[src/rtl/ddr_package.sv]
// Shared types and default timing for the DDR read/write scheduler.
package ddr_package;

    typedef enum logic [2:0] {
        CMD_NOP = 3'd0,
        CMD_ACT = 3'd1,
        CMD_RD  = 3'd2,
        CMD_WR  = 3'd3,
        CMD_PRE = 3'd4
    } ddr_cmd_t;

    typedef enum logic [2:0] {
        S_IDLE  = 3'd0,
        S_ACT   = 3'd1,
        S_TRCD  = 3'd2,
        S_CAS   = 3'd3,
        S_BURST = 3'd4,
        S_PRE   = 3'd5,
        S_TRP   = 3'd6
    } sched_fsm_type;

    localparam int DEF_T_RCD   = 14;
    localparam int DEF_T_BURST = 4;
    localparam int DEF_T_RP    = 14;
    localparam int CNT_W       = 8;

endpackage

[src/rtl/ddr_req_fifo.sv]
// Synchronous request FIFO with registered occupancy count.
module ddr_req_fifo #(
    parameter int WIDTH = 32,
    parameter int DEPTH = 8
) (
    input  logic                     clock_t,
    input  logic                     reset,
    input  logic                     push,
    input  logic                     pop,
    input  logic [WIDTH-1:0]         wr_data,
    output logic [WIDTH-1:0]         rd_data,
    output logic [$clog2(DEPTH):0]   count,
    output logic                     full,
    output logic                     empty
);

    localparam int PTR_W = $clog2(DEPTH);
    localparam int LVL_W = PTR_W + 1;

    logic [WIDTH-1:0] mem [DEPTH];
    logic [PTR_W-1:0] wr_ptr_q, wr_ptr_d;
    logic [PTR_W-1:0] rd_ptr_q, rd_ptr_d;
    logic [LVL_W-1:0] count_q, count_d;
    logic             do_push, do_pop;

    assign full    = (count_q == LVL_W'(DEPTH));
    assign empty   = (count_q == '0);
    assign count   = count_q;
    assign rd_data = mem[rd_ptr_q];

    // NOTE: every signal written here gets a default first, so no path can leave a latch.
    always_comb begin
        do_push  = push && !full;
        do_pop   = pop && !empty;
        wr_ptr_d = wr_ptr_q;
        rd_ptr_d = rd_ptr_q;
        count_d  = count_q;
        if (do_push) wr_ptr_d = wr_ptr_q + PTR_W'(1);
        if (do_pop)  rd_ptr_d = rd_ptr_q + PTR_W'(1);
        case ({do_push, do_pop})
            2'b10:   count_d = count_q + LVL_W'(1);
            2'b01:   count_d = count_q - LVL_W'(1);
            default: count_d = count_q;
        endcase
    end

    // NOTE: sequential state uses non-blocking assignments so every flop samples pre-edge values.
    always_ff @(posedge clock_t) begin
        if (reset) begin
            wr_ptr_q <= '0;
            rd_ptr_q <= '0;
            count_q  <= '0;
        end else begin
            wr_ptr_q <= wr_ptr_d;
            rd_ptr_q <= rd_ptr_d;
            count_q  <= count_d;
        end
    end

    // NOTE: storage is not reset; the pointers and count alone decide which entries are live.
    always_ff @(posedge clock_t) begin
        if (do_push) mem[wr_ptr_q] <= wr_data;
    end

endmodule

[src/rtl/ddr_rw_scheduler.sv]
// Closed-page read/write scheduler: queues host requests and issues ACT -> RD/WR -> PRE per request.
module ddr_rw_scheduler
    import ddr_package::*;
#(
    parameter int DEPTH   = 8,
    parameter int BANK_W  = 4,
    parameter int ROW_W   = 17,
    parameter int COL_W   = 10,
    parameter int T_RCD   = DEF_T_RCD,
    parameter int T_BURST = DEF_T_BURST,
    parameter int T_RP    = DEF_T_RP
) (
    input  logic                            clock_t,
    input  logic                            reset,
    input  logic                            req_valid,
    output logic                            req_ready,
    input  logic                            req_write,
    input  logic [BANK_W+ROW_W+COL_W-1:0]   req_addr,
    input  logic                            rw_proc,
    output logic                            rw_idle,
    output logic                            cmd_valid,
    output logic [2:0]                      cmd_type,
    output logic [BANK_W-1:0]               cmd_bank,
    output logic [ROW_W-1:0]                cmd_row,
    output logic [COL_W-1:0]                cmd_col,
    output logic                            done_valid,
    output logic                            done_write,
    output logic [$clog2(DEPTH):0]          q_level
);

    localparam int ADDR_W = BANK_W + ROW_W + COL_W;
    localparam logic [CNT_W-1:0] RCD_LD   = CNT_W'(T_RCD - 1);
    localparam logic [CNT_W-1:0] BURST_LD = CNT_W'(T_BURST - 1);
    localparam logic [CNT_W-1:0] RP_LD    = CNT_W'(T_RP - 1);

    logic              fifo_push, fifo_pop, fifo_full, fifo_empty;
    logic [ADDR_W:0]   head_data;
    logic              head_write;
    logic [BANK_W-1:0] head_bank;
    logic [ROW_W-1:0]  head_row;
    logic [COL_W-1:0]  head_col;

    sched_fsm_type     state_q, state_d;
    logic [CNT_W-1:0]  cnt_q, cnt_d;
    logic              cmd_valid_q, cmd_valid_d;
    ddr_cmd_t          cmd_type_q, cmd_type_d;
    logic [BANK_W-1:0] cmd_bank_q, cmd_bank_d;
    logic [ROW_W-1:0]  cmd_row_q, cmd_row_d;
    logic [COL_W-1:0]  cmd_col_q, cmd_col_d;
    logic              done_valid_q, done_valid_d;
    logic              done_write_q, done_write_d;
    logic              rw_idle_q, rw_idle_d;
    logic              txn_write_q, txn_write_d;
    logic [BANK_W-1:0] txn_bank_q, txn_bank_d;
    logic [COL_W-1:0]  txn_col_q, txn_col_d;

    assign req_ready = !fifo_full;
    assign fifo_push = req_valid && req_ready;

    ddr_req_fifo #(
        .WIDTH (ADDR_W + 1),
        .DEPTH (DEPTH)
    ) u_req_fifo (
        .clock_t (clock_t),
        .reset   (reset),
        .push    (fifo_push),
        .pop     (fifo_pop),
        .wr_data ({req_write, req_addr}),
        .rd_data (head_data),
        .count   (q_level),
        .full    (fifo_full),
        .empty   (fifo_empty)
    );

    assign head_write = head_data[ADDR_W];
    assign head_bank  = head_data[ADDR_W-1 -: BANK_W];
    assign head_row   = head_data[COL_W +: ROW_W];
    assign head_col   = head_data[COL_W-1:0];

    // Commands are registered on the edge that enters the issuing state, and that state
    // counts as the first cycle of the following wait, so spacing equals the parameter.
    always_comb begin
        state_d      = state_q;
        cnt_d        = cnt_q;
        cmd_valid_d  = 1'b0;
        cmd_type_d   = CMD_NOP;
        cmd_bank_d   = cmd_bank_q;
        cmd_row_d    = cmd_row_q;
        cmd_col_d    = cmd_col_q;
        done_valid_d = 1'b0;
        done_write_d = done_write_q;
        txn_write_d  = txn_write_q;
        txn_bank_d   = txn_bank_q;
        txn_col_d    = txn_col_q;
        fifo_pop     = 1'b0;

        case (state_q)
            S_IDLE: begin
                if (rw_proc && !fifo_empty) begin
                    fifo_pop    = 1'b1;
                    txn_write_d = head_write;
                    txn_bank_d  = head_bank;
                    txn_col_d   = head_col;
                    cmd_valid_d = 1'b1;
                    cmd_type_d  = CMD_ACT;
                    cmd_bank_d  = head_bank;
                    cmd_row_d   = head_row;
                    cnt_d       = RCD_LD;
                    state_d     = S_ACT;
                end
            end
            S_ACT, S_TRCD: begin
                if (cnt_q == '0) begin
                    cmd_valid_d = 1'b1;
                    cmd_type_d  = txn_write_q ? CMD_WR : CMD_RD;
                    cmd_bank_d  = txn_bank_q;
                    cmd_col_d   = txn_col_q;
                    cnt_d       = BURST_LD;
                    state_d     = S_CAS;
                end else begin
                    cnt_d   = cnt_q - CNT_W'(1);
                    state_d = S_TRCD;
                end
            end
            S_CAS, S_BURST: begin
                if (cnt_q == '0) begin
                    cmd_valid_d  = 1'b1;
                    cmd_type_d   = CMD_PRE;
                    cmd_bank_d   = txn_bank_q;
                    done_valid_d = 1'b1;
                    done_write_d = txn_write_q;
                    cnt_d        = RP_LD;
                    state_d      = S_PRE;
                end else begin
                    cnt_d   = cnt_q - CNT_W'(1);
                    state_d = S_BURST;
                end
            end
            S_PRE, S_TRP: begin
                if (cnt_q == '0) begin
                    state_d = S_IDLE;
                end else begin
                    cnt_d   = cnt_q - CNT_W'(1);
                    state_d = S_TRP;
                end
            end
            default: state_d = S_IDLE;
        endcase

        rw_idle_d = (state_d == S_IDLE);
    end

    always_ff @(posedge clock_t) begin
        if (reset) begin
            state_q      <= S_IDLE;
            cnt_q        <= '0;
            cmd_valid_q  <= 1'b0;
            cmd_type_q   <= CMD_NOP;
            cmd_bank_q   <= '0;
            cmd_row_q    <= '0;
            cmd_col_q    <= '0;
            done_valid_q <= 1'b0;
            done_write_q <= 1'b0;
            rw_idle_q    <= 1'b1;
            txn_write_q  <= 1'b0;
            txn_bank_q   <= '0;
            txn_col_q    <= '0;
        end else begin
            state_q      <= state_d;
            cnt_q        <= cnt_d;
            cmd_valid_q  <= cmd_valid_d;
            cmd_type_q   <= cmd_type_d;
            cmd_bank_q   <= cmd_bank_d;
            cmd_row_q    <= cmd_row_d;
            cmd_col_q    <= cmd_col_d;
            done_valid_q <= done_valid_d;
            done_write_q <= done_write_d;
            rw_idle_q    <= rw_idle_d;
            txn_write_q  <= txn_write_d;
            txn_bank_q   <= txn_bank_d;
            txn_col_q    <= txn_col_d;
        end
    end

    assign rw_idle    = rw_idle_q;
    assign cmd_valid  = cmd_valid_q;
    assign cmd_type   = cmd_type_q;
    assign cmd_bank   = cmd_bank_q;
    assign cmd_row    = cmd_row_q;
    assign cmd_col    = cmd_col_q;
    assign done_valid = done_valid_q;
    assign done_write = done_write_q;

endmodule
[config.mk]
export PLATFORM = sky130hd
export DESIGN_NAME = ddr_rw_scheduler
export DESIGN_NICKNAME = d
export VERILOG_FILES = /design/src/rtl/ddr_package.sv /design/src/rtl/ddr_req_fifo.sv /design/src/rtl/ddr_rw_scheduler.sv
export SDC_FILE = /design/constraint.sdc
export NUM_CORES = 1
export LEC_CHECK = 0
export ABC_CLOCK_PERIOD_IN_PS = 7800
export CELL_PAD_IN_SITES_DETAIL_PLACEMENT = 1
export CELL_PAD_IN_SITES_GLOBAL_PLACEMENT = 2
export CORE_UTILIZATION = 48
export DETAILED_ROUTE_END_ITERATION = 10
export PLACE_DENSITY_LB_ADDON = 0.1
export SYNTH_ARGS = -nofsm -noshare
export SYNTH_HDL_FRONTEND = slang
export SYNTH_SLANG_ARGS = --single-unit
[constraint.sdc]
create_clock -name clock_t -period 7.8 [get_ports clock_t]
set_input_delay 2.34 -clock clock_t [delete_from_list [all_inputs] [get_ports clock_t]]
set_output_delay 2.34 -clock clock_t [all_outputs]
set_load 0.05 [all_outputs]
=== Word level (Yosys, flattened, before mapping) ===
Memory sizes are Yosys's and may differ from the RTL's. A register that Yosys moved wholly into a read port is not among the register bits.
Index checks and enable logic that the tools add are counted.

* RAM bits: 256
* Word-level logic and storage cells: 85
* Output and inout port bits: 43
* Bits in registers: 74
* Input port bits: 36
* Memories: 1

{| class="wikitable"
|+ Memory list
! memory !! words !! width !! read ports !! clocked after memory_dff !! wr ports !! RTL line !! RTL
|-
| u_req_fifo.mem || 8 || 32 || 1 || 1 || 1 || ddr_req_fifo.sv:20 || <nowiki>logic [WIDTH-1:0] mem [DEPTH];</nowiki>
|}

* Add/subtract/negate cells: 5
* Equality and inequality tests: 12
* Reduce and logical (&&, ||, !) cells: 23
* Bitwise logic cells: 1
* Mux-type cells: 27

{| class="wikitable"
|+ Operator list
! operator !! count
|-
| 8-bit two-way mux || 4
|-
| 8-bit one-hot mux with 4 select lines || 1
|-
| 4-bit one-hot mux with 2 select lines || 2
|-
| 3-bit two-way mux || 5
|-
| 3-bit one-hot mux with 4 select lines || 1
|-
| 3-bit equality test, second input constant || 3
|-
| 1-bit two-way mux || 9
|-
| 3-bit one-hot mux with 3 select lines || 1
|-
| 8-bit zero test || 1
|-
| 4-bit two-way mux || 2
|-
| 2-bit OR reduction || 4
|-
| 8-bit by 1-bit subtractor with 8-bit output, second input constant || 1
|-
| 3-bit by 1-bit adder with 3-bit output, second input constant || 2
|-
| 3-bit by 2-bit equality test with 1-bit output, second input constant || 2
|-
| 3-bit zero test || 2
|-
| 2-bit AND reduction || 3
|-
| 3-bit AND reduction || 2
|-
| 4-bit by 1-bit adder with 4-bit output, second input constant || 1
|-
| 4-bit equality test, second input constant || 1
|-
| 1-bit logical AND || 4
|-
| 4-bit zero test || 1
|-
| 2-bit != test, second input constant || 2
|-
| 2-bit nonzero test || 2
|-
| 4-bit nonzero test || 1
|-
| other kinds (10) || 11
|}

=== Depth between registers and ports, before layout ===
Gate-level depths: netlist of the first run.

* Word-level depth: 8
* Depth in mapped cells: 11

=== By module ===
Synthesis of the first run repeated with hierarchy kept, for this count alone.

* Cell total of the unflattened synthesis: 731
* Area total of the unflattened synthesis: 12974.9 µm²

{| class="wikitable"
|+ Modules (own cells, without submodules)
! module !! cells each !! area each (µm²) !! sequential area each (µm²) !! instances
|-
| ddr_req_fifo || 444 || 10516.3 || 7947.6 || 1
|-
| ddr_rw_scheduler || 287 || 2458.6 || 1281.2 || 1
|}

=== Worst setup path before layout of the first run ===
Ideal clock, no wire load.

* Path type: input to register
* From: input port req_valid
* To: memory u_req_fifo.mem[0][0], enable pin
* Stages on the path: 3
* Data required time: 7.339 ns
* Setup slack: 2.347 ns
* Arrival time: 4.992 ns
* Path through: nand2_1 -> or2_2 -> nor3_1

* Word-level cells in the longest chain between the ends: 4

{| class="wikitable"
|+ RTL lines
! element !! RTL line !! RTL
|-
| start, declared || ddr_rw_scheduler.sv:15 || <nowiki>input logic req_valid,</nowiki>
|-
| 1-bit logical AND || ddr_rw_scheduler.sv:58 || <nowiki>assign fifo_push = req_valid && req_ready;</nowiki>
|-
| 1-bit logical AND || ddr_req_fifo.sv:33 || <nowiki>do_push = push && !full;</nowiki>
|-
| 1-bit two-way mux || ddr_req_fifo.sv:62 || <nowiki>if (do_push) mem[wr_ptr_q] <= wr_data;</nowiki>
|-
| 1-bit two-way mux (not written as such) || ddr_req_fifo.sv:62 ||
|-
| end, declared || ddr_req_fifo.sv:20 ||
|}

No other way between the ends.

=== Worst setup path after layout of the first run ===
* From: input port rw_proc
* To: register u_req_fifo.count_q[2] (netlist: u_req_fifo.count[2])

* Word-level cells in the longest chain between the ends: 6

{| class="wikitable"
|+ RTL lines
! element !! RTL line !! RTL
|-
| start, declared || ddr_rw_scheduler.sv:19 || <nowiki>input logic rw_proc,</nowiki>
|-
| 1-bit logical AND (*) || ddr_rw_scheduler.sv:99 || <nowiki>if (rw_proc && !fifo_empty) begin</nowiki>
|-
| 1-bit two-way mux (*) || ddr_rw_scheduler.sv:99 ||
|-
| 1-bit two-way mux (*) || ddr_rw_scheduler.sv:97 || <nowiki>case (state_q)</nowiki>
|-
| 1-bit logical AND (*) || ddr_req_fifo.sv:34 || <nowiki>do_pop = pop && !empty;</nowiki>
|-
| 2-bit by 1-bit equality test with 1-bit output or 2-bit equality test (tied branches) || ddr_req_fifo.sv:40 || <nowiki>case ({do_push, do_pop})</nowiki>
|-
| 4-bit one-hot mux with 2 select lines or 2-bit nonzero test (tied branches) || n/a ||
|-
| end signal, assigned || ddr_req_fifo.sv:56 || <nowiki>count_q <= count_d;</nowiki>
|-
| end, declared || ddr_req_fifo.sv:23 || <nowiki>logic [LVL_W-1:0] count_q, count_d;</nowiki>
|}

Every way passes the cells marked *; elsewhere a longest branch is shown, timed or not.
A chain may end at the register's enable or synchronous reset.

==> results.md, run 1 <==
* Die Y at 164 um
* Adder-Cell Fraction of Synth Area at 0.594%
* Most used DFF post-synth: edfxtp_1
* Antenna violations before repair at 1
* # rows at 59
* XOR/XNOR share of the synthesized area at 0.624%
* Peak VDD IR at 227 uV
* IO buf count at between 70 and 80
* Vias in the first global route at 6896
* Max FO, Critical Path at 71
* PwrDens at around 350 nW/um2
* Mapped cell area at approximately 13000 um2
* Tot GR Track Use at 20.0%
* Post-synth top area share at 60.8%
* Int Pwr at 3.60 mW
* Via/cell ratio at about 5.7
* Max-cap violations at 0
* Post-Synth Simple-Gate Area at 4.68%
* Final setup vio count at 0
* Synth async-reset ratio at 0%
* I/O Pins at 79
* First-pass GRT wire length at around 40 mm
* Core area at 25900 um2
* Met1 wire length at 11.7 mm
* Vias at 6551
* CTS Buf Count at 36
* Post-Syn Nets at 749
* Pre-Repair DR Iteration Count at 4
* Worst path max stage delay at 610 ps
* Post-route cell area at 15000 um2
* NetSw at ~1.6 mW
* Gate power share at 25.9%
* Area of the multi-input gates at 3260 um2
* Met3 wire len at 1.01 mm
* CP Cell Sequence: clkdlybuf4s50_1 > o41ai_1 > nor2_4 > buf_4 > ha_1 > xor2_1 > ha_1 > a21oi_1 > xor2_1 > or3_1 > a21oi_1
* Fill cells at 2290
* Worst-Margin Slew at 1150 ps
* Kind of cell adding the most delay to the critical path: buffers and inverters
* Setup bufs post-CTS at 0
* Largest net degree at the start of global routing at 72
* Post_cts resized at 0
* CTS tree: built
* Worst hold slack at 470 ps
* Crit. End Element: flop
* Syn avg cell area at 17.9 um2
* Fin crit period at between 4000 and 5000 ps
* Top cells by area in the synthesized netlist: edfxtp_1 61%, dfxtp_1 12%, mux4_2 11%, mux2i_1 3.6%, a211oi_1 2.1%
* Placed Instances at between 1000 and 1500
* Iter 0 DRT Violations at 426
* Yosys reg bits at 333
* Die width at 164 um
* Hold Crit Class: flop to flop
* WL final at 25.9 mm
* Mux contribution to synthesized area at 15.0%
* RSZ-0062 raised after global routing: false
* Status: finished clean
* Origin of the critical flop-to-flop path: state_q[2]
* WL/cell at between 20 and 25 um
* P_leak at 4.74 nW
* Register Area at 9240 um2
* Hold buffers post-CTS at 0
* Die outline area at ~27000 um2
* Tcrit/Tclk final at 59.6%
* Clock transition at the registers of the reported paths at 60 ps
* Worst EP required at 8220 ps
* Synth unique cells at 54
* Residual DRC at 0
* Area post-placement at roughly 14000 um2
* Sequential fraction of the synthesis area at 73.0%
* FMAX at 0.215 GHz
* Initial Utilization at 48.8%
* Fin worst setup slack at 3150 ps
* Final hold violation count at 0
* Max Used Layer: met5
* Post-DP HPWL at around 14 mm
* Mapped Cells at 707
* Clk root buf: clkbuf_16
* Critical Path Source: rw_proc
* Setup WS pre-CTS at 2650 ps
* H-tree levels at 2
* Total grt overflow at 0
* CP Launch Type: primary input
* Number of enable flip-flop cells after synthesis at between 200 and 300
* Setup CP Type: primary input to flop
* Clock Power Share at a little under a third
* Worst hold start: cnt_q[1]
* Max transition margin at 23.2%
* GP Congestion at 0.748
* Post-Route Setup TNS at 0 ps
* Layout Cells excl Fill at ~1200
* Max Slew Vio Count at 0
* Ys Warns at 0
* Crit-path slowest cell: buf_4
* Buf/Inv on CP at 2
* Worst Skew at 16.6 ps
* Clk Latency, worst-skew pair at 510 ps
* Synth Area in Compound Gates at 4.48%
* Routed Antenna Nets at 0
* Met2 Routed Length at around 13 mm
* Nets at 838
* Longest Clk Path Bufs at 3
* Synth area leader: edfxtp_1
* CP arrival at 5070 ps
* Share of post-route cells with drive strength above 1 at 19.2%
* Largest family of logic cells by synthesized area: multiplexers
* CTS sink count at 333
* P&R area growth vs syn at 18.4%
* Sequential share of power at 43.0%
* Sw Share at 31.0%
[final timing paths]
kind | end | slack [ps] | cells past startpoint
hold / removal | cnt_q[1] | 470 | 2
hold reg to reg | cnt_q[1] | 470 | 2
setup / recovery | u_req_fifo.count[2] | 3150 | 11
setup reg to reg | u_req_fifo.count[2] | 4640 | 10
[registers in the layout (all words and copies together) (netlist names), 4 cells and up, named ones only]
name and count:
cmd_bank 4, cmd_col 10, cmd_row 17, cnt_q 8, txn_bank_q 4, txn_col_q 10
u_req_fifo.count 4, u_req_fifo.mem 256
[per-stage QoR]
stage,power (mW),utilization (%)
after global routing,5.46,57.7
after global placement,3.60,53.3
after CTS,5.27,57.7
after floorplan,3.25,-
final,5.22,57.7
after detailed placement,3.64,53.3
[power by group through the flow]
stage               clock, mW  combinational (mW)  sequential, mW
floorplan                   0               0.790            2.45
global placement            0                1.33            2.27
detailed placement          0                1.36            2.28
CTS                      1.66                1.37            2.25
global route             1.72                1.47            2.27
finish                   1.63                1.35            2.24
[synth_stat cells, types with 3 or more instances]
master / n
edfxtp_1: 256
dfxtp_1: 77
nor2_1: 69
mux4_2: 64
mux2i_1: 45
a211oi_1: 35
clkbuf_1: 19
buf_2: 16
nand2_1: 16
a21oi_1: 14
o21ai_0: 10
nor3_1: 7
ha_1: 6
nand3_1: 6
inv_1: 5
xor2_1: 5
o2bb2ai_2: 4
or3_1: 4
xnor2_1: 4
a31oi_1: 3
[logic make-up after synthesis]
family                     Yosys count
adders and majority gates            6
muxes                              109
DFF                                333
xor gates and xnor gates             9
AOI/OAI and AO/OA                   79
buffers and inverters               46
and+or+nand+nor                    125
[worst min-delay path, stage by stage (launching register included)]
cell	delay (ps)
dfxtp_1	320
nand2_1	60
a21oi_1	50
[cells in the final DEF (no fill, tap or decap), types with 10 or more instances in the layout]
| cell type | instances |
|---|---|
| edfxtp_1 | 256 |
| clkdlybuf4s50_1 | 77 |
| dfxtp_1 | 74 |
| mux4_2 | 64 |
| nor2_1 | 63 |
| mux2i_1 | 45 |
| clkbuf_16 | 37 |
| a211oi_1 | 35 |
| nand2_1 | 16 |
| a21oi_1 | 14 |
| buf_4 | 12 |
| o21ai_0 | 10 |
[metal layers]
layer	GRT usage, %	up-vias
li1	-	2983
met1	27.5	3408
met2	32.7	126
met3	3.61	32
met4	5.51	2
met5	0	-
[layout make-up]
type	instances	area share [%]
multi-input combinational	328	21.8
sequential	333	61.8
inverter	7	0.176
clock inverter	11	0.627
clock buffer	53	7.03
timing repair buffer	90	5.79
tap	335	2.80
antenna	1	0.0167
Note: power is estimated with default switching activity, not from simulation.
==> run 2: changes to the inputs <==
--- a/config.mk
+++ b/config.mk
@@ -5,10 +5,10 @@
 export SDC_FILE = /design/constraint.sdc
 export NUM_CORES = 1
 export LEC_CHECK = 0
-export ABC_CLOCK_PERIOD_IN_PS = 7800
+export ABC_CLOCK_PERIOD_IN_PS = 4810
 export CELL_PAD_IN_SITES_DETAIL_PLACEMENT = 1
 export CELL_PAD_IN_SITES_GLOBAL_PLACEMENT = 2
-export CORE_UTILIZATION = 48
+export CORE_UTILIZATION = 45
 export DETAILED_ROUTE_END_ITERATION = 10
 export PLACE_DENSITY_LB_ADDON = 0.1
 export SYNTH_ARGS = -nofsm -noshare
==> constraint.sdc (replaced) <==
create_clock -name clock_t -period 4.81 [get_ports clock_t]
set_input_delay 1.443 -clock clock_t [delete_from_list [all_inputs] [get_ports clock_t]]
set_output_delay 1.443 -clock clock_t [all_outputs]
set_load 0.05 [all_outputs]
==> run 2 against run 1 <==
  * Clock power increased by 50%
  * Critical endpoint is now req_ready
  * Sequential power grew 65%
  * Largest power group unchanged
  * Die area increased by 6.6%
  * Highest routed layer is now met4
==> results.md, run 2 (synthesis results as in run 1) <==
* Status: finished clean
* Int Pwr at 5.68 mW (+58%)
* Hold buffers post-CTS at 0 (unchanged)
* Die Y at 170 um (+3.2%)
* GP Congestion at 0.785 (+4.9%)
* Utilization after layout at 54.8% (-2.9 points)
* Initial Utilization at 46.4% (-2.4 points)
* Max-cap violations at 0 (unchanged)
* Clock Power Share at 29.5% (-1.6 points)
* Peak VDD IR at 353 uV (+56%)
* Tcrit/Tclk final at 74.9%
* H-tree levels at 2 (unchanged)
* Area post-placement at 13900 um2 (+0.64%)
* WL/cell at 21.7 um (-2.6%)
* Worst Skew at 10.5 ps (-6.12 ps)
* Largest net degree at the start of global routing at 50 (-31%)
* Core area at 27300 um2 (+5.2%)
* Clk Latency, worst-skew pair at 500 ps (about the same)
* Max Slew Vio Count at 0 (unchanged)
* RSZ-0062 raised after global routing: false
* I/O Pins at 79 (unchanged)
* Post-Route Setup TNS at 0 ps (unchanged)
* R2R depth at 10 (unchanged)
* Sequential share of power at 44.6% (+1.6 points)
* Origin of the critical flop-to-flop path: u_req_fifo.count[0]
* Gate power share at 25.9% (about the same)
* WL final at 26.0 mm (+0.75%)
* Share of post-route cells with drive strength above 1 at 18.8% (-0.46 points)
* Layout Cells excl Fill at 1198 (+3.5%)
* CP Launch Type: flop
* Vias in the first global route at 7000 (+1.5%)
* Vias at 6587 (+0.55%)
* Setup bufs post-CTS at 0 (unchanged)
* Final setup vio count at 0 (unchanged)
* Pre-Repair DR Iteration Count at 4 (unchanged)
* Max reg flops at 256 (unchanged)
* Clk root buf: clkbuf_16
* # diodes at 0 (-1)
* Iter 0 DRT Violations at 424 (-0.47%)
* Max FO, Critical Path at 9 (-87%)
* Final hold violation count at 0 (unchanged)
* Longest Clk Path Bufs at 3 (unchanged)
* FMAX at 0.278 GHz
* Max transition margin at 15.3% (-8.0 points)
* Worst hold path cell count at 1 (-1)
* Total grt overflow at 0 (unchanged)
* Fill cells at 2510 (+9.6%)
* NetSw at 2.63 mW (+63%)
* Tot GR Track Use at 18.9% (-1.1 points)
* Flop-to-flop setup slack at 1930 ps (-2710 ps)
* Post-route cell area at 14900 um2 (-0.13%)
* Reg-to-Reg End: u_req_fifo.count[2]
* CTS sink count at 333 (unchanged)
* Most flops, register: u_req_fifo.mem
* CP arrival at 2160 ps (-2910 ps)
* Post_cts resized at 0 (unchanged)
* PwrDens at 556 nW/um2 (+59%)
* IO buf count at 78 (unchanged)
* Setup CP Type: flop to output port
* Crit. End Element: output port
* Die width at 170 um (+3.2%)
* Via/cell ratio at 5.50 (-2.8%)
* Worst EP required at 3370 ps (-4850 ps)
* Residual DRC at 0 (unchanged)
* CTS Buf Count at 35 (-2.8%)
* First-pass GRT wire length at 40.7 mm (+3.0%)
* Fin crit period at 3600 ps
* Die outline area at 28800 um2 (+6.6%)
* Routed Antenna Nets at 0 (unchanged)
* Most frequent cells in the layout: 256 x edfxtp_1, 77 x clkdlybuf4s50_1, 74 x dfxtp_1, 64 x mux4_2, 63 x nor2_1
* Clock transition at the registers of the reported paths at 60 ps (about the same)
* Nets at 843 (+0.60%)
* CTS tree: built
* Placed Instances at 1136 (+3.9%)
* Worst-Margin Slew at 1270 ps (+126 ps)
* # rows at 60 (+1.7%)
* Worst Hold End: cmd_bank[2]
* Worst hold start: cmd_bank[2]
* Most common cell after layout, fill and taps aside: edfxtp_1
* Post-DP HPWL at 15.4 mm (+7.9%)
* P&R area growth vs syn at 18.2%
* Antenna violations before repair at 0 (-1)
* Sw Share at 31.6% (+0.67 points)
* P_leak at 4.69 nW (-0.94%)
* Hold Crit Class: flop to flop
==> run 2: cell types whose count changed in the layout (fill, tap and decap cells not counted), moves of 2 or more <==
| cell | previous run | this run |
|---|---|---|
| clkbuf_8 | 6 | 0 |
| clkinv_2 | 7 | 4 |
| clkinvlp_2 | 0 | 2 |
| clkinvlp_4 | 0 | 3 |
| buf_4 | 12 | 18 |
| clkinv_1 | 1 | 10 |
| clkbuf_1 | 8 | 6 |
==> run 2: cell type report <==
cell class	instances	area, um2	share of cell area, %
repair buffers	96	911	6.10
flip-flops and latches	333	9240	61.8
clock buffers	43	948	6.35
clock inverters	19	90.1	0.603
well taps	372	465	3.12
inverters	7	26.3	0.176
multi-input cells	328	3260	21.8
==> run 2: stage by stage <==
stage	hold WS, ps	power, mW	worst slack (ps)
detailed placement	466	5.94	952
CTS	481	8.42	1200
finish	476	8.30	1210
floorplan	441	5.26	171
global route	499	8.69	1090
global placement	467	5.87	1040
==> run 2: layer usage <==
| layer | track usage [%] | part of all wire [%] | vias to the layer above |
|---|---|---|---|
| met3 | 3.24 | 4.1 | 42 |
| li1 | - | - | 2993 |
| met5 | 0 | 0 | - |
| met1 | 25.8 | 46 | 3417 |
| met2 | 31.4 | 48 | 135 |
| met4 | 5.01 | 1.8 | 0 |
==> run 2: power by group through the flow <==
stage                     logic, mW  clock network [mW]  registers, mW
after floorplan                1.28                   0           3.98
after global placement         2.11                   0           3.75
after detailed placement       2.16                   0           3.77
after CTS                      2.18                2.52           3.72
after global routing           2.31                2.62           3.76
final                          2.15                2.45           3.70
==> run 2: worst max path at each step <==
stage | startpoint | endpoint | slack (ps) | cells past startpoint
5_1_grt | u_req_fifo.count[1] | req_ready | 1090 | 3
6_report | u_req_fifo.count[1] | req_ready | 1210 | 3
3_3_place_gp | rw_proc | u_req_fifo.count[2] | 1040 | 11
4_1_cts | u_req_fifo.count[1] | req_ready | 1200 | 3
3_5_place_dp | rw_proc | u_req_fifo.count[2] | 950 | 11
2_1_floorplan | u_req_fifo.count[1] | u_req_fifo.mem[0][0] | 170 | 6
==> run 2: critical path, stage by stage (launching register included) <==
cell	delay [ps]
dfxtp_1	510
nor3_1	100
nand2_1	200
clkdlybuf4s50_1	850
==> run 3: changes to the inputs <==
--- a/config.mk
+++ b/config.mk
@@ -5,7 +5,7 @@
 export SDC_FILE = /design/constraint.sdc
 export NUM_CORES = 1
 export LEC_CHECK = 0
-export ABC_CLOCK_PERIOD_IN_PS = 4810
+export ABC_CLOCK_PERIOD_IN_PS = 3700
 export CELL_PAD_IN_SITES_DETAIL_PLACEMENT = 1
 export CELL_PAD_IN_SITES_GLOBAL_PLACEMENT = 2
 export CORE_UTILIZATION = 45
==> constraint.sdc (replaced) <==
create_clock -name clock_t -period 3.7 [get_ports clock_t]
set_input_delay 1.11 -clock clock_t [delete_from_list [all_inputs] [get_ports clock_t]]
set_output_delay 1.11 -clock clock_t [all_outputs]
set_load 0.05 [all_outputs]
==> run 3 against run 2 <==
  * Global-route usage up 0.51 points
  * Cell count increased by 0.50%
  * Die area is the same
  * Final area up 2.3%
  * Via count down 0.67%
  * Register-to-register slack got worse by 810 ps
  * Wire length up 3.1%
  * Clock power grew 51%
  * Utilization up 1.2 points
  * Highest routed layer unchanged
==> results.md, run 3 (synthesis results as in run 1) <==
* Fin crit period at 3220 ps
* Max Slew Vio Count at 0 (unchanged)
* Post-Route Setup TNS at 0 ps (unchanged)
* Most flops, register: u_req_fifo.mem
* Nets at 843 (unchanged)
* Post-DP HPWL at 15.3 mm (-0.63%)
* PwrDens at 743 nW/um2 (+34%)
* Status: finished clean
* R2R depth at 9 (-1)
* CP Launch Type: flop
* CP arrival at 2110 ps (-50 ps)
* Share of post-route cells with drive strength above 1 at 20.0% (+1.2 points)
* Fin worst setup slack at 482 ps (-726 ps)
* Die Y at 170 um (unchanged)
* RSZ-0062 raised after global routing: false
* Antenna violations before repair at 1 (+1)
* P_leak at 4.83 nW (+2.9%)
* Total grt overflow at 0 (unchanged)
* Hold Crit Class: flop to flop
* Setup CP Type: flop to output port
* Max transition margin at 41.9% (+27 points)
* Sw Share at 30.6% (-1.0 points)
* Vias in the first global route at 6982 (-0.26%)
* CTS Buf Count at 37 (+5.7%)
* Via/cell ratio at 5.43 (-1.2%)
* Int Pwr at 7.88 mW (+39%)
* CTS sink count at 333 (unchanged)
* Most common cell after layout, fill and taps aside: edfxtp_1
* GP Congestion at 0.780 (-0.64%)
* Most frequent cells in the layout: 256 x edfxtp_1, 77 x clkdlybuf4s50_1, 74 x dfxtp_1, 64 x mux4_2, 63 x nor2_1
* Worst EP required at 2590 ps (-780 ps)
* Residual DRC at 0 (unchanged)
* Peak VDD IR at 501 uV (+42%)
* Setup WS pre-CTS at 454 ps (-497 ps)
* Worst hold slack at 474 ps (-1.91 ps)
* Hold buffers post-CTS at 0 (unchanged)
* Worst Skew at 25.5 ps (+15.0 ps)
* WL final at 26.9 mm (+3.1%)
* Max FO, Critical Path at 9 (unchanged)
* Worst-Margin Slew at 872 ps (-399 ps)
* Max reg flops at 256 (unchanged)
* Setup bufs post-CTS at 0 (unchanged)
* FMAX at 0.311 GHz
* Placed Instances at 1134 (-0.18%)
* H-tree levels at 2 (unchanged)
* Die outline area at 28800 um2 (unchanged)
* Largest net degree at the start of global routing at 50 (unchanged)
* Longest Clk Path Bufs at 3 (unchanged)
* First-pass GRT wire length at 41.6 mm (+2.3%)
* WL/cell at 22.3 um (+2.6%)
* Tot GR Track Use at 19.4% (+0.51 points)
* Worst hold path cell count at 2 (+1)
* Pre-Repair DR Iteration Count at 4 (unchanged)
* Final setup vio count at 0 (unchanged)
* # rows at 60 (unchanged)
* Routed Antenna Nets at 0 (unchanged)
* Clock transition at the registers of the reported paths at 60 ps (about the same)
* NetSw at 3.47 mW (+32%)
* P&R area growth vs syn at 20.9%
* Gate power share at 25.2% (-0.7 points)
* Iter 0 DRT Violations at 376 (-11%)
* Crit. End Element: output port
* Vias at 6543 (-0.67%)
* Post_cts resized at 0 (unchanged)
* Tcrit/Tclk final at between 80 and 90%
* Clock Power Share at 32.6% (+3.1 points)
* Max-cap violations at 0 (unchanged)
* Clk Latency, worst-skew pair at 510 ps (about the same)
* Clk root buf: clkbuf_16
* Final hold violation count at 0 (unchanged)
* Core area at 27300 um2 (unchanged)
* CTS tree: built
* IO buf count at 78 (unchanged)
* Sequential share of power at 42.2% (-2.4 points)
* Die width at 170 um (unchanged)
* I/O Pins at 79 (unchanged)
* Initial Utilization at 46.4% (unchanged)
* Layout Cells excl Fill at 1204 (+0.50%)
-- run 3: cell count changes in the layout (fill, tap and decap cells not counted), sizes merged --
cell      previous run  this run
clkbuf              43        58
clkinv              14         5
clkinvlp             5         1
buf                 19        17
bufinv               0         2
diode                0         2
inv                  7         9
-- run 3: through the flow --
step                total power, mW  cell area [um2]  utilization (%)
floorplan                      6.84            12600                -
global placement               7.67            14000             51.4
detailed placement             7.77            14000             51.4
CTS                            11.5            15300             56.0
global route                   11.9            15300             56.0
finish                         11.3            15300             56.1
-- run 3: final timing paths --
| path | slack (ps) | endpoint | startpoint |
|---|---|---|---|
| max | 480 | req_ready | u_req_fifo.count[1] |
| min | 470 | cnt_q[1] | cnt_q[1] |
| max reg2reg | 1120 | u_req_fifo.count[2] | u_req_fifo.count[0] |
| min reg2reg | 470 | cnt_q[1] | cnt_q[1] |
-- run 3: area by class of cell --
cell class              count  area [um2]
multi-input cells         328        3280
well taps                 372         465
fillers                  2433       12000
inverters                   7        26.3
clock inverters            10         110
clock buffers              58        1150
diodes                      2        5.00
repair buffers             94        1010
flip-flops and latches    333        9240
-- run 3: power groups by stage --
stage,Combinational (mW),Sequential [mW],Clock [mW]
final,2.85,4.79,3.70
after global routing,3.09,4.86,3.91
after floorplan,1.67,5.17,0
after global placement,2.81,4.85,0
after detailed placement,2.89,4.88,0
after CTS,2.90,4.81,3.78
-- run 3: worst max-delay path, stage by stage, from the launching register on --
cell and delay (ps):
dfxtp_1 490, nor3_1 90, nand2_1 190, clkdlybuf4s50_1 840
-- run 3: layer usage --
layer | up-vias | global-route usage [%] | part of all wire (%)
met5 | - | 0 | 0
li1 | 2997 | - | -
met2 | 134 | 32.1 | 49
met4 | 0 | 5.01 | 1.9
met1 | 3375 | 26.7 | 45
met3 | 37 | 3.31 | 4.0
